<file path="src/rtl/calc_sequencer_if.sv">
// rtl/calc_sequencer_if.sv - keypad and ALU handshake bundle for calc_sequencer
// The master side is the sequencer; the slave side is the keypad front end plus ALU.
interface calc_sequencer_if #(
  parameter int WIDTH = 16
) ();
  logic             key_valid;
  logic [1:0]       key_type;
  logic [3:0]       key_data;
  logic             key_ack;

  logic             alu_start;
  logic [WIDTH-1:0] alu_a;
  logic [WIDTH-1:0] alu_b;
  logic [2:0]       alu_op;
  logic             alu_done;
  logic [WIDTH-1:0] alu_result;
  logic             alu_ovf;

  modport master (
    input  key_valid, key_type, key_data, alu_done, alu_result, alu_ovf,
    output key_ack, alu_start, alu_a, alu_b, alu_op
  );

  modport slave (
    output key_valid, key_type, key_data, alu_done, alu_result, alu_ovf,
    input  key_ack, alu_start, alu_a, alu_b, alu_op
  );
endinterface

</file>
<file path="src/rtl/calc_sequencer.sv">
// rtl/calc_sequencer.sv - calculator key sequencer driving a shared multi-cycle ALU
// Builds signed decimal operands from key events and runs one ALU transaction per evaluation.
module calc_sequencer #(
  parameter int WIDTH       = 16,
  parameter int MAX_DIGITS  = 4,
  parameter int ALU_TIMEOUT = 64
) (
  input  logic               clk,
  input  logic               nRST,
  calc_sequencer_if.master   bus,
  output logic [WIDTH-1:0]   display_output,
  output logic               complete,
  output logic               error,
  output logic [2:0]         state
);

  localparam int CW = $clog2(MAX_DIGITS + 1);
  localparam int TW = (ALU_TIMEOUT > 2) ? $clog2(ALU_TIMEOUT) : 1;

  typedef enum logic [2:0] {
    ENTER_A  = 3'd0,
    ENTER_OP = 3'd1,
    ENTER_B  = 3'd2,
    EXEC     = 3'd3,
    WAIT_ALU = 3'd4,
    SHOW     = 3'd5,
    ERR      = 3'd6
  } state_t;

  state_t           state_q;
  logic [WIDTH-1:0] a_q;
  logic [WIDTH-1:0] b_q;
  logic [2:0]       op_q;
  logic [2:0]       pend_op_q;
  logic             pend_q;
  logic [CW-1:0]    cnt_a_q;
  logic [CW-1:0]    cnt_b_q;
  logic [TW-1:0]    tmo_q;
  logic             key_ack_q;
  logic             alu_start_q;
  logic             complete_q;
  logic             error_q;
  logic [WIDTH-1:0] disp_hold_q;

  logic [WIDTH-1:0] a_push_d;
  logic [WIDTH-1:0] b_push_d;
  logic [WIDTH-1:0] disp_d;
  logic             accept;
  logic             k_digit;
  logic             k_oper;
  logic             k_equal;
  logic             k_clear;
  logic             k_neg;
  logic             d_ok;

  // Sign-aware decimal shift: negative operands grow away from zero.
  function automatic logic [WIDTH-1:0] push_digit(input logic [WIDTH-1:0] v,
                                                  input logic [3:0]       d);
    logic [WIDTH-1:0] x10;
    logic [WIDTH-1:0] dx;
    x10 = (v << 3) + (v << 1);
    dx  = {{(WIDTH-4){1'b0}}, d};
    return v[WIDTH-1] ? (x10 - dx) : (x10 + dx);
  endfunction

  assign k_digit = (bus.key_type == 2'b00);
  assign k_oper  = (bus.key_type == 2'b01);
  assign k_equal = (bus.key_type == 2'b10);
  assign k_clear = (bus.key_type == 2'b11);
  assign k_neg   = (bus.key_data[2:0] == 3'b111);
  assign d_ok    = (bus.key_data <= 4'd9);

  assign accept = bus.key_valid && !key_ack_q &&
                  (state_q inside {ENTER_A, ENTER_OP, ENTER_B, SHOW, ERR});

  assign a_push_d = push_digit(a_q, bus.key_data);
  assign b_push_d = push_digit(b_q, bus.key_data);

  // EXEC/WAIT_ALU keep showing whatever was on screen when evaluation began.
  always_comb begin
    disp_d = disp_hold_q;
    case (state_q)
      ENTER_A, ENTER_OP, SHOW: disp_d = a_q;
      ENTER_B:                 disp_d = b_q;
      ERR:                     disp_d = '0;
      default:                 disp_d = disp_hold_q;
    endcase
  end

  always_ff @(posedge clk or posedge nRST) begin
    if (nRST) begin
      state_q     <= ENTER_A;
      a_q         <= '0;
      b_q         <= '0;
      op_q        <= '0;
      pend_op_q   <= '0;
      pend_q      <= 1'b0;
      cnt_a_q     <= '0;
      cnt_b_q     <= '0;
      tmo_q       <= '0;
      key_ack_q   <= 1'b0;
      alu_start_q <= 1'b0;
      complete_q  <= 1'b0;
      error_q     <= 1'b0;
      disp_hold_q <= '0;
    end else begin
      key_ack_q   <= 1'b0;
      alu_start_q <= 1'b0;
      if (state_q != EXEC && state_q != WAIT_ALU)
        disp_hold_q <= disp_d;

      case (state_q)
        EXEC: begin
          alu_start_q <= 1'b1;
          tmo_q       <= '0;
          state_q     <= WAIT_ALU;
        end

        WAIT_ALU: begin
          if (bus.alu_done) begin
            if (bus.alu_ovf) begin
              error_q <= 1'b1;
              pend_q  <= 1'b0;
              state_q <= ERR;
            end else begin
              a_q <= bus.alu_result;
              if (pend_q) begin
                op_q    <= pend_op_q;
                pend_q  <= 1'b0;
                state_q <= ENTER_OP;
              end else begin
                complete_q <= 1'b1;
                state_q    <= SHOW;
              end
            end
          end else if (tmo_q == TW'(ALU_TIMEOUT - 1)) begin
            error_q <= 1'b1;
            pend_q  <= 1'b0;
            state_q <= ERR;
          end else begin
            tmo_q <= tmo_q + TW'(1);
          end
        end

        default: begin
          if (accept) begin
            key_ack_q <= 1'b1;
            if (k_clear) begin
              a_q        <= '0;
              b_q        <= '0;
              cnt_a_q    <= '0;
              cnt_b_q    <= '0;
              pend_q     <= 1'b0;
              complete_q <= 1'b0;
              error_q    <= 1'b0;
              state_q    <= ENTER_A;
            end else begin
              case (state_q)
                ENTER_A: begin
                  if (k_digit && d_ok && cnt_a_q < CW'(MAX_DIGITS)) begin
                    a_q     <= a_push_d;
                    cnt_a_q <= cnt_a_q + CW'(1);
                  end else if (k_oper && k_neg) begin
                    a_q <= -a_q;
                  end else if (k_oper) begin
                    op_q    <= bus.key_data[2:0];
                    state_q <= ENTER_OP;
                  end else if (k_equal) begin
                    complete_q <= 1'b1;
                    state_q    <= SHOW;
                  end
                end

                ENTER_OP: begin
                  if (k_digit && d_ok) begin
                    b_q     <= {{(WIDTH-4){1'b0}}, bus.key_data};
                    cnt_b_q <= CW'(1);
                    state_q <= ENTER_B;
                  end else if (k_oper && k_neg) begin
                    a_q <= -a_q;
                  end else if (k_oper) begin
                    op_q <= bus.key_data[2:0];
                  end
                end

                ENTER_B: begin
                  if (k_digit && d_ok && cnt_b_q < CW'(MAX_DIGITS)) begin
                    b_q     <= b_push_d;
                    cnt_b_q <= cnt_b_q + CW'(1);
                  end else if (k_oper && k_neg) begin
                    b_q <= -b_q;
                  end else if (k_oper) begin
                    pend_q    <= 1'b1;
                    pend_op_q <= bus.key_data[2:0];
                    state_q   <= EXEC;
                  end else if (k_equal) begin
                    state_q <= EXEC;
                  end
                end

                SHOW: begin
                  if (k_digit && d_ok) begin
                    a_q        <= {{(WIDTH-4){1'b0}}, bus.key_data};
                    cnt_a_q    <= CW'(1);
                    b_q        <= '0;
                    cnt_b_q    <= '0;
                    complete_q <= 1'b0;
                    state_q    <= ENTER_A;
                  end else if (k_oper && k_neg) begin
                    a_q <= -a_q;
                  end else if (k_oper) begin
                    op_q       <= bus.key_data[2:0];
                    complete_q <= 1'b0;
                    state_q    <= ENTER_OP;
                  end else if (k_equal) begin
                    complete_q <= 1'b0;
                    state_q    <= EXEC;
                  end
                end

                default: ;
              endcase
            end
          end
        end
      endcase
    end
  end

  assign bus.key_ack   = key_ack_q;
  assign bus.alu_start = alu_start_q;
  assign bus.alu_a     = a_q;
  assign bus.alu_b     = b_q;
  assign bus.alu_op    = op_q;

  assign display_output = disp_d;
  assign complete       = complete_q;
  assign error          = error_q;
  assign state          = state_q;

endmodule

</file>
<file path="src/flat_wrapper.sv">
// flat-port wrapper written by rule: the top's interface ports become plain ports
module calc_sequencer_flat 
#(
  parameter int WIDTH       = 16,
  parameter int MAX_DIGITS  = 4,
  parameter int ALU_TIMEOUT = 64
)
  (clk, nRST, display_output, complete, error, state, bus_key_valid, bus_key_type, bus_key_data, bus_alu_done, bus_alu_result, bus_alu_ovf, bus_key_ack, bus_alu_start, bus_alu_a, bus_alu_b, bus_alu_op);
  calc_sequencer_if #(.WIDTH(WIDTH)) bus_i ();
  input  logic clk;
  input  logic nRST;
  output logic [WIDTH-1:0] display_output;
  output logic complete;
  output logic error;
  output logic [2:0] state;
  input wire logic [$bits(bus_i.key_valid)-1:0] bus_key_valid;
  input wire logic [$bits(bus_i.key_type)-1:0] bus_key_type;
  input wire logic [$bits(bus_i.key_data)-1:0] bus_key_data;
  input wire logic [$bits(bus_i.alu_done)-1:0] bus_alu_done;
  input wire logic [$bits(bus_i.alu_result)-1:0] bus_alu_result;
  input wire logic [$bits(bus_i.alu_ovf)-1:0] bus_alu_ovf;
  output wire logic [$bits(bus_i.key_ack)-1:0] bus_key_ack;
  output wire logic [$bits(bus_i.alu_start)-1:0] bus_alu_start;
  output wire logic [$bits(bus_i.alu_a)-1:0] bus_alu_a;
  output wire logic [$bits(bus_i.alu_b)-1:0] bus_alu_b;
  output wire logic [$bits(bus_i.alu_op)-1:0] bus_alu_op;
  assign bus_i.key_valid = bus_key_valid;
  assign bus_i.key_type = bus_key_type;
  assign bus_i.key_data = bus_key_data;
  assign bus_i.alu_done = bus_alu_done;
  assign bus_i.alu_result = bus_alu_result;
  assign bus_i.alu_ovf = bus_alu_ovf;
  assign bus_key_ack = bus_i.key_ack;
  assign bus_alu_start = bus_i.alu_start;
  assign bus_alu_a = bus_i.alu_a;
  assign bus_alu_b = bus_i.alu_b;
  assign bus_alu_op = bus_i.alu_op;
  calc_sequencer #(.WIDTH(WIDTH), .MAX_DIGITS(MAX_DIGITS), .ALU_TIMEOUT(ALU_TIMEOUT)) u_core (.clk(clk), .nRST(nRST), .bus(bus_i), .display_output(display_output), .complete(complete), .error(error), .state(state));
endmodule
</file>
<file path="config.mk">
export PLATFORM = sky130hd
export DESIGN_NAME = calc_sequencer_flat
export DESIGN_NICKNAME = d
export VERILOG_FILES = /design/src/rtl/calc_sequencer_if.sv /design/src/rtl/calc_sequencer.sv /design/src/flat_wrapper.sv
export SDC_FILE = /design/constraint.sdc
export NUM_CORES = 1
export LEC_CHECK = 0
export CAP_MARGIN = 20
export CORE_MARGIN = 2
export CORE_UTILIZATION = 70
export DETAILED_ROUTE_END_ITERATION = 8
export DONT_BUFFER_PORTS = 1
export GPL_ROUTABILITY_DRIVEN = 1
export PLACE_DENSITY_LB_ADDON = 0.2
export SYNTH_ARGS = -nofsm -noshare
export SYNTH_HDL_FRONTEND = slang
export SYNTH_SLANG_ARGS = --single-unit
</file>
<file path="constraint.sdc">
create_clock -name clk -period 9.66 [get_ports clk]
set_clock_uncertainty 0.2 [all_clocks]
set_input_delay 0.966 -clock clk [delete_from_list [all_inputs] [get_ports clk]]
set_output_delay 0.966 -clock clk [all_outputs]
set_load 0.01 [all_outputs]
</file>
Word-level counts from Yosys, hierarchy flattened
Index checks and enable logic that the tools add are counted.
W data, S select, Z words.
Word-level totals
  RAM bits: 0
  bits in latches: 0
  register bits after elaboration: 74
  ROM bits: 0
  memories kept: 0
  output and inout bits: 58
  bits of input ports: 27
  logic and storage cells: 209
Cells by class
  shifts and indexed selects: 0
  bitwise operators: 5
  add/sub/neg operators: 11
  $mul: 0
  div/mod/pow operators: 0
  $lt $le $gt $ge: 3
  multiplexer cells: 94
  reductions and logical operators: 37
  equality and inequality tests: 45
Operators with widths (count)
  $mux W16: 15
  $pmux W16 S3: 3
  $mux W3: 33
  $add A16 B16 Y16: 2
  $add A16 B4 Y16: 2
  $neg A16 Y16: 2
  $pmux W16 S2: 1
  $sub A16 B4 Y16: 2
  $ne A5 B4 Y1 const B: 6
  $mux W1: 29
  $ne A3 B2 Y1 const B: 8
  $pmux W3 S2: 4
  $reduce_and A6 Y1: 3
  $ne A4 B3 Y1 const B: 4
  $reduce_bool A3 Y1: 5
  $reduce_and A7 Y1: 2
  $eq A3 B3 Y1 const B: 4
  $mux W6: 2
  $ne A2 B2 Y1 const B: 6
  $ne A3 B3 Y1 const B: 4
  $ne A6 B3 Y1 const B: 2
  $pmux W3 S4: 1
  $pmux W6 S2: 1
  $reduce_and A12 Y1: 1
  other kinds (30): 53

Logic depth before layout (Yosys ltp)
Gate-level depths: netlist (run 1).
  word-level depth: 9
  mapped depth: 12
  mapped depth without buffers: 11

Worst setup path before layout (run 1)
No wires, ideal clock.
  path type: in2reg
  start: input port bus_key_data[2]
  end: register u_core.a_q[15] (netlist: u_core.bus.alu_a[15])
  library setup time: 0.138 ns
  buffers on the path: 1
  data required time: 9.322 ns
  data arrival time: 3.117 ns
  stages: 11
  slack: 6.205 ns
  cells stage by stage: clkbuf_1 -> inv_1 -> ha_1 -> o21a_1 -> o21ai_0 -> o211a_1 -> or3b_1 -> nor4_2 -> nor3_1 -> o31ai_2 -> o221ai_1
Between the ends
  cells in the longest elaborated chain, start to end: 8
  elaborated cells between the ends (all ways): 18
  those cells by class: 2 x add/sub; 1 x order compare; 2 x eq/ne; 9 x mux; 4 x reduce/logical
Ends and longest elaborated chain
  from (decl): line flat_wrapper.sv:18  | input wire logic [$bits(bus_i.key_data)-1:0] bus_key_data;
  parallel branches: the longest is 8 deep, another holds $add A16 B4 Y16
  to (signal assigned): line calc_sequencer.sv:126  | a_q <= bus.alu_result;
  to (signal assigned): line calc_sequencer.sv:161  | a_q <= a_push_d;
  to (signal assigned): line calc_sequencer.sv:164  | a_q <= -a_q;
  to (decl): line calc_sequencer.sv:31  | logic [WIDTH-1:0] a_q;
Several ways; the timed one is not identified. The select of a mux whose other input is x is not followed.
A chain may end at the register's enable or synchronous reset.

Worst setup path in the final report (run 1)
  start: register u_core.state_q[2] (netlist: u_core.state[2])
  end: output port display_output[0]
Between the ends
  cells in the longest elaborated chain, start to end: 3
  elaborated cells between the ends (all ways): 7
  those cells by class: 4 x eq/ne; 1 x mux; 2 x reduce/logical
Ends and longest elaborated chain
  from (decl): line calc_sequencer.sv:30  | state_t state_q;
  from (signal assigned): line calc_sequencer.sv:92  | state_q <= ENTER_A;
  from (signal assigned): line calc_sequencer.sv:116  | state_q <= WAIT_ALU;
  from (signal assigned): line calc_sequencer.sv:124  | state_q <= ERR;
  $eq A3 B3 Y1 (tied with other cells): line calc_sequencer.sv:82  | case (state_q)
  $reduce_or A3 Y1: line calc_sequencer.sv:82
  $pmux W16 S3 (*): line calc_sequencer.sv:82
  to (decl): line flat_wrapper.sv:12  | output logic [WIDTH-1:0] display_output;
Every way passes the cells marked *; elsewhere a longest branch is shown, timed or not.

==> impl_metrics.env, run 1 <==
export IMPL_coreArea_um2=9820
export IMPL_die_h_um=105
export IMPL_vdd_drop_max_uv=209
export IMPL_internal_power_mw=1.14
export IMPL_ys_warn_count=0
export IMPL_placement_rows=36
export IMPL_cp_top_family="flip-flops"
export IMPL_synthTopCellsByArea="dfrtp_1 (26%), ha_1 (8.1%), a21oi_1 (7.3%)"
export IMPL_clock_sinks=74
export IMPL_grt_total_usage_pct=38.4
export IMPL_postCtsResizedCells=0
export IMPL_p_per_area_nw_per_um2=330
export IMPL_synth_largest_area_cell="dfrtp_1"
export IMPL_post_dp_hpwl_um=15400
export IMPL_synth_most_common_cell="a21oi_1"
export IMPL_via_per_inst=6.98
export IMPL_drt_iter0_markers=982
export IMPL_setup_tns_ps=0
export IMPL_max_cap_violations=0
export IMPL_cts_hold_buf=0
export IMPL_grt_antenna_before_repair=0
export IMPL_critPathKind="flop to primary output"
export IMPL_synth_common_cells="a21oi_1 (104), nor2_1 (87), nand2_1 (79), dfrtp_1 (74), o21ai_0 (69)"
export IMPL_net_switching_power_mw=1.31
export IMPL_io_pins=85
export IMPL_ys_types=78
export IMPL_port_buffers=0
export IMPL_syn_num_nets=983
export IMPL_fp_dieW_um=105
export IMPL_vias=7158
export IMPL_tritoncts="yes"
export IMPL_synth_top_area_share_pct=26.1
export IMPL_grt_pass1_vias=7054
export IMPL_dr_pass1_iters=6
export IMPL_slowest_stage="dfrtp_1"
export IMPL_synth_cell_area_um2=7110
export IMPL_clkTransAtPathRegs_ps=90
export IMPL_end_kind="primary output"
export IMPL_ys_ff_latch=74
export IMPL_power_frac_seq_pct=26.5
export IMPL_finalCriticalPeriod_ps=4470
export IMPL_gr_total_overflow=0
export IMPL_area_growth_pct=4.45
export IMPL_grt_max_degree=70
export IMPL_die_area_um2=11000
export IMPL_fill_cells=760
export IMPL_drv_slew=0
export IMPL_dpl_cell_area_um2=7180
export IMPL_path_buf_inv=1
export IMPL_slew_headroom_pct=30.0
export IMPL_leakagePower_nw=3.17
export IMPL_cts_inserted_buffers=9
export IMPL_routabilityCongestion=0.975
export IMPL_grt_first_pass_wirelength_um=34600
export IMPL_max_clock_freq_mhz=224
export IMPL_cts_root_buf="clkbuf_8"
export IMPL_hold_viol=0
export IMPL_nets=966
export IMPL_routedWlPerCell_um=20.4
export IMPL_drive_gt1_share_pct=5.72
export IMPL_hp_class="input port to async pin"
export IMPL_clk_path_buf_depth=2
export IMPL_place_inst=1006
export IMPL_required_ps=8490
export IMPL_diodes=0
export IMPL_p_clk_share_pct=10.1
export IMPL_min_period_over_period_pct=46.2
export IMPL_setup_viol=0
export IMPL_synth_edf_count=0
export IMPL_grt_setup_unrepaired="false"
export IMPL_critPathMaxStageDelay_ps=910
export IMPL_crit_fanout=25
export IMPL_cp_start_kind="flop"
export IMPL_post_cts_buffers=0
export IMPL_htree_levels=3
export IMPL_path_common_cell="a21oi_1"
export IMPL_status="complete, no violations"
export IMPL_r2r_slack_ps=5700
export IMPL_synth_async_reset_ratio_pct=100
export IMPL_syn_instance_count=904
export IMPL_drtAntennaViolNets=0
export IMPL_swShare_pct=53.6
export IMPL_path_cells="clkinv_1 > nor2_2 > a21oi_1 > a21oi_1"
export IMPL_arrival_ps=3300
export IMPL_synth_yosys_seq_area_share_pct=26.1
export IMPL_design_area_um2=7420
export IMPL_wirelength_um=20900
export IMPL_drc=0
export IMPL_ys_flop_type="dfrtp_1"
export IMPL_final_cells=1025
export IMPL_clk_latency_ps=370
export IMPL_start_util_pct=72.4
export IMPL_pwr_share_comb_pct=63.4
export IMPL_synth_area_per_cell_um2=7.86
export IMPL_worst_slew_pin_transition_ps=1050
==> per-layer routing <==
metal / wire length, um / global-route usage [%] / up-vias
li1: - / - / 3326
met1: 8590 / 50.4 / 3418
met2: 10000 / 63.5 / 355
met3: 1720 / 6.67 / 59
met4: 613 / 14.4 / 0
met5: 0 / 0 / -
==> kinds of logic (layout without fill, tap and decap cells) <==
family                   count (synthesis)  in the layout  share of synthesized area, %
AO/OA/AOI/OAI                          313            313                          28.0
AND/OR/NAND/NOR                        311            311                          21.5
flip-flops                              74             74                          26.1
buffers and inverters                   71             59                          3.84
XOR/XNOR                                59             59                          7.27
adder cells (fa/ha/maj)                 53             53                          9.93
multiplexers                            23             23                          3.34
==> worst paths after layout <==
kind                            startpoint                   end  cells past startpoint
setup / recovery           u_core.state[2]     display_output[0]                      4
hold / removal                        nRST   u_core.pend_op_q[2]                      1
setup reg to reg           u_core.state[2]  u_core.bus.alu_b[12]                      9
hold reg to reg            u_core.tmo_q[0]       u_core.tmo_q[0]                      1
max in group asynchronous             nRST  u_core.bus.alu_b[13]                      2
min in group clk           u_core.tmo_q[0]       u_core.tmo_q[0]                      1
==> placed cells by master, fill, tap and decap left out, types with 8 or more instances in the layout <==
master and instances:
nand3_1 20, xor2_1 20, nor2_1 85, xnor2_1 39, nor2b_1 8, a31oi_1 16
ha_1 46, or3_1 10, nand4_1 9, a211oi_1 13, dfrtp_1 74, clkbuf_8 9
o31ai_1 12, a21oi_1 104, nor4_1 10, nor3_1 28, nand2_1 79, and3_1 10
nand2b_1 14, mux2i_1 17, inv_1 31, o21ai_0 68, a221oi_1 17, a22oi_1 8
a21o_1 8
==> flip-flops by register name, summed over array words and instances, names as in the netlist, 6 cells and up <==
register and cells:
u_core.disp_hold_q 16, u_core.bus.alu_a 16, u_core.bus.alu_b 16, u_core.tmo_q 6
==> layout make-up <==
class	count	area, um^2	area share (%)
Timing Repair Buffer	9	95.1	1.28
Clock inverter	6	67.6	0.910
Multi-Input combinational cell	759	4990	67.2
Inverter	34	128	1.72
Clock buffer	10	128	1.72
Tap cell	133	166	2.24
Sequential cell	74	1850	24.9
==> per-stage QoR <==
step | hold slack, ps | utilization, % | total power, mW | worst slack (ps)
floorplan | 268 | - | 1.80 | 6200
global placement | 279 | 73.1 | 2.07 | 5660
finish | 133 | 75.6 | 2.45 | 5190
CTS | 134 | 75.1 | 2.39 | 5250
detailed placement | 290 | 73.1 | 2.14 | 5550
global route | 135 | 75.6 | 2.64 | 4970
==> power by group through the flow <==
stage	clock (mW)	sequential, mW	combinational (mW)
2_1_floorplan	0	0.560	1.24
5_1_grt	0.259	0.667	1.72
4_1_cts	0.247	0.643	1.50
6_report	0.247	0.650	1.55
3_5_place_dp	0	0.649	1.49
3_3_place_gp	0	0.641	1.43
Power figures use the tool's default switching activity.
==> inputs of run 2 (changes only) <==
--- a/config.mk
+++ b/config.mk
@@ -7,7 +7,7 @@
 export LEC_CHECK = 0
 export CAP_MARGIN = 20
 export CORE_MARGIN = 2
-export CORE_UTILIZATION = 70
+export CORE_UTILIZATION = 59
 export DETAILED_ROUTE_END_ITERATION = 8
 export DONT_BUFFER_PORTS = 1
 export GPL_ROUTABILITY_DRIVEN = 1
==> constraint.sdc (replaced) <==
create_clock -name clk -period 3.6 [get_ports clk]
set_clock_uncertainty 0.2 [all_clocks]
set_input_delay 0.36 -clock clk [delete_from_list [all_inputs] [get_ports clk]]
set_output_delay 0.36 -clock clk [all_outputs]
set_load 0.01 [all_outputs]
==> run 2 against run 1 <==
  * The run now ends with hold timing left
  * Sequential share of layout area shrank 1.7 points
  * Core utilization shrank 8.3 points
  * Total power grew to 3.0 times the previous value
  * Final cell count grew 6.0%
  * Worst hold slack lost 130 ps
  * Setup slack lost 5000 ps
  * Routed wire length grew 5.3%
  * Critical path type is now flop to flop
==> impl_metrics.env, run 2 (synthesis gave the netlist of run 1 again) <==
export IMPL_status="finished, violations left"
export IMPL_violations="hold timing"
export IMPL_final_cell_mix="a21oi_1 (104), nor2_1 (85), nand2_1 (79), dfrtp_1 (72), o21ai_0 (68)"
export IMPL_max_cap_violations=0
export IMPL_critPathMaxStageDelay_ps=490
export IMPL_drc=0
export IMPL_diodes=0
export IMPL_die_h_um=114
export IMPL_r2r_slack_ps=210
export IMPL_arrival_ps=3390
export IMPL_max_clock_freq_mhz=295
export IMPL_swShare_pct=49.9
export IMPL_r2r_start="u_core.bus.alu_a[6]"
export IMPL_drive_gt1_share_pct=10.3
export IMPL_grt_antenna_before_repair=0
export IMPL_drv_slew=0
export IMPL_cts_root_buf="clkbuf_16"
export IMPL_clock_sinks=74
export IMPL_area_growth_pct=12.3
export IMPL_placement_rows=40
export IMPL_final_common_cell="a21oi_1"
export IMPL_drt_iter0_markers=783
export IMPL_route_met3_wl_um=1860
export IMPL_hold_start="bus_alu_result[10]"
export IMPL_crit_fanout=6
export IMPL_setup_tns_ps=0
export IMPL_nets=1013
export IMPL_routabilityCongestion=0.962
export IMPL_slowest_stage="dfrtp_1"
export IMPL_cp_num_cells=10
export IMPL_grt_first_pass_wirelength_um=35800
export IMPL_grt_max_degree=47
export IMPL_dr_wl_met2_um=10400
export IMPL_routedWlPerCell_um=20.3
export IMPL_fill_cells=989
export IMPL_coreArea_um2=11900
export IMPL_m1WireLength_um=9190
export IMPL_start_util_pct=59.9
export IMPL_r2r_end="u_core.bus.alu_a[15]"
export IMPL_p_clk_share_pct=14.8
export IMPL_end_kind="flop"
export IMPL_hold_viol=1
export IMPL_vdd_drop_max_uv=430
export IMPL_setup_viol=0
export IMPL_min_delay_worst_endpoint="u_core.bus.alu_a[10]"
export IMPL_grt_setup_unrepaired="false"
export IMPL_slew_headroom_pct=43.1
export IMPL_die_area_um2=12900
export IMPL_vias=7289
export IMPL_p_per_area_nw_per_um2=915
export IMPL_wirelength_um=22100
export IMPL_worst_slew_pin_transition_ps=848
export IMPL_critPathKind="flop to flop"
export IMPL_cp_start_kind="flop"
export IMPL_clk_path_buf_depth=2
export IMPL_post_dp_hpwl_um=16500
export IMPL_internal_power_mw=3.66
export IMPL_whs_ps=-0.543
export IMPL_hp_class="input port to flop"
export IMPL_top_layer_used="met4"
export IMPL_via_per_inst=6.71
export IMPL_clkTransAtPathRegs_ps=60
export IMPL_net_switching_power_mw=3.65
export IMPL_port_buffers=0
export IMPL_path_buf_inv=0
export IMPL_post_cts_buffers=0
export IMPL_pwr_share_comb_pct=64.4
export IMPL_grt_total_usage_pct=34.5
export IMPL_power_frac_seq_pct=20.8
export IMPL_cts_inserted_buffers=9
export IMPL_clk_latency_ps=350
export IMPL_tritoncts="yes"
export IMPL_leakagePower_nw=3.46
export IMPL_htree_levels=3
export IMPL_path_cells="ha_1 > a21oi_1 > nand2_1 > o31a_1 > or3_4 > a2111o_1 > nor4_2 > nor3_1 > o31ai_2 > o221ai_1"
export IMPL_required_ps=3600
export IMPL_r2r_cells=10
export IMPL_hold_depth=2
export IMPL_io_pins=85
export IMPL_drtAntennaViolNets=0
export IMPL_dr_pass1_iters=5
export IMPL_cp_top_family="compound AO/OA/AOI/OAI gates"
export IMPL_gr_total_overflow=0
export IMPL_grt_pass1_vias=6985
export IMPL_fp_dieW_um=114
export IMPL_finalCriticalPeriod_ps=3390
export IMPL_min_period_over_period_pct=94.2
run 2: cell types whose count changed in the layout (fill, tap and decap cells not counted), sizes merged:
cell / previous run / this run
clkbuf: 10 / 12
dlygate4sd3: 0 / 8
buf: 9 / 48
clkinvlp: 2 / 1
bufinv: 1 / 3
clkinv: 5 / 2
run 2: area by class of cell:
class / instances / area, um^2 / area share (%)
clock inverter: 4 / 97.6 / 1.22
inverter: 34 / 128 / 1.60
multi-input combinational: 759 / 5020 / 62.9
sequential: 74 / 1850 / 23.2
timing repair buffer: 56 / 440 / 5.52
tap: 147 / 184 / 2.30
clock buffer: 12 / 256 / 3.21
run 2: what timing repair did:
item                                    4_1_cts  5_1_grt
hold buffers                                  8        0
hold endpoints to repair                     84        0
endpoints found under the setup margin        0        2
resized for setup                             0        8
run 2: per-stage QoR:
step / utilization [%] / instance area (um^2) / std cells / power [mW] / setup WS [ps]
floorplan: - / 7110 / 904 / 4.83 / 300
global placement: 63.3 / 7510 / 1062 / 5.91 / 270
detailed placement: 63.3 / 7510 / 1062 / 6.06 / 185
CTS: 67.0 / 7950 / 1086 / 7.18 / 170
global route: 67.3 / 7980 / 1086 / 7.85 / 5.69
finish: 67.3 / 7980 / 1086 / 7.31 / 208
run 2: power groups by stage:
stage               combinational, mW  clock (mW)  sequential [mW]
floorplan                        3.32           0             1.50
global placement                 4.41           0             1.50
detailed placement               4.53           0             1.52
CTS                              4.58        1.09             1.51
global route                     5.18        1.12             1.55
finish                           4.71        1.08             1.52
run 2: per-layer routing:
| metal | global-route usage, % | vias to the layer above |
|---|---|---|
| met1 | 45.8 | 3417 |
| met2 | 55.9 | 377 |
| met5 | 0 | - |
| met3 | 6.80 | 59 |
| met4 | 13.5 | 0 |
| li1 | - | 3436 |
run 2: worst max-delay path by stage:
stage	start	end	slack, ps
3_5_place_dp	u_core.bus.alu_a[4]	u_core.bus.alu_a[15]	180
5_1_grt	u_core.bus.alu_b[1]	u_core.bus.alu_b[15]	6
3_3_place_gp	u_core.bus.alu_a[5]	u_core.bus.alu_a[15]	270
2_1_floorplan	u_core.bus.alu_b[0]	u_core.bus.alu_b[13]	300
4_1_cts	u_core.bus.alu_a[4]	u_core.bus.alu_a[15]	170
6_report	u_core.bus.alu_a[6]	u_core.bus.alu_a[15]	210
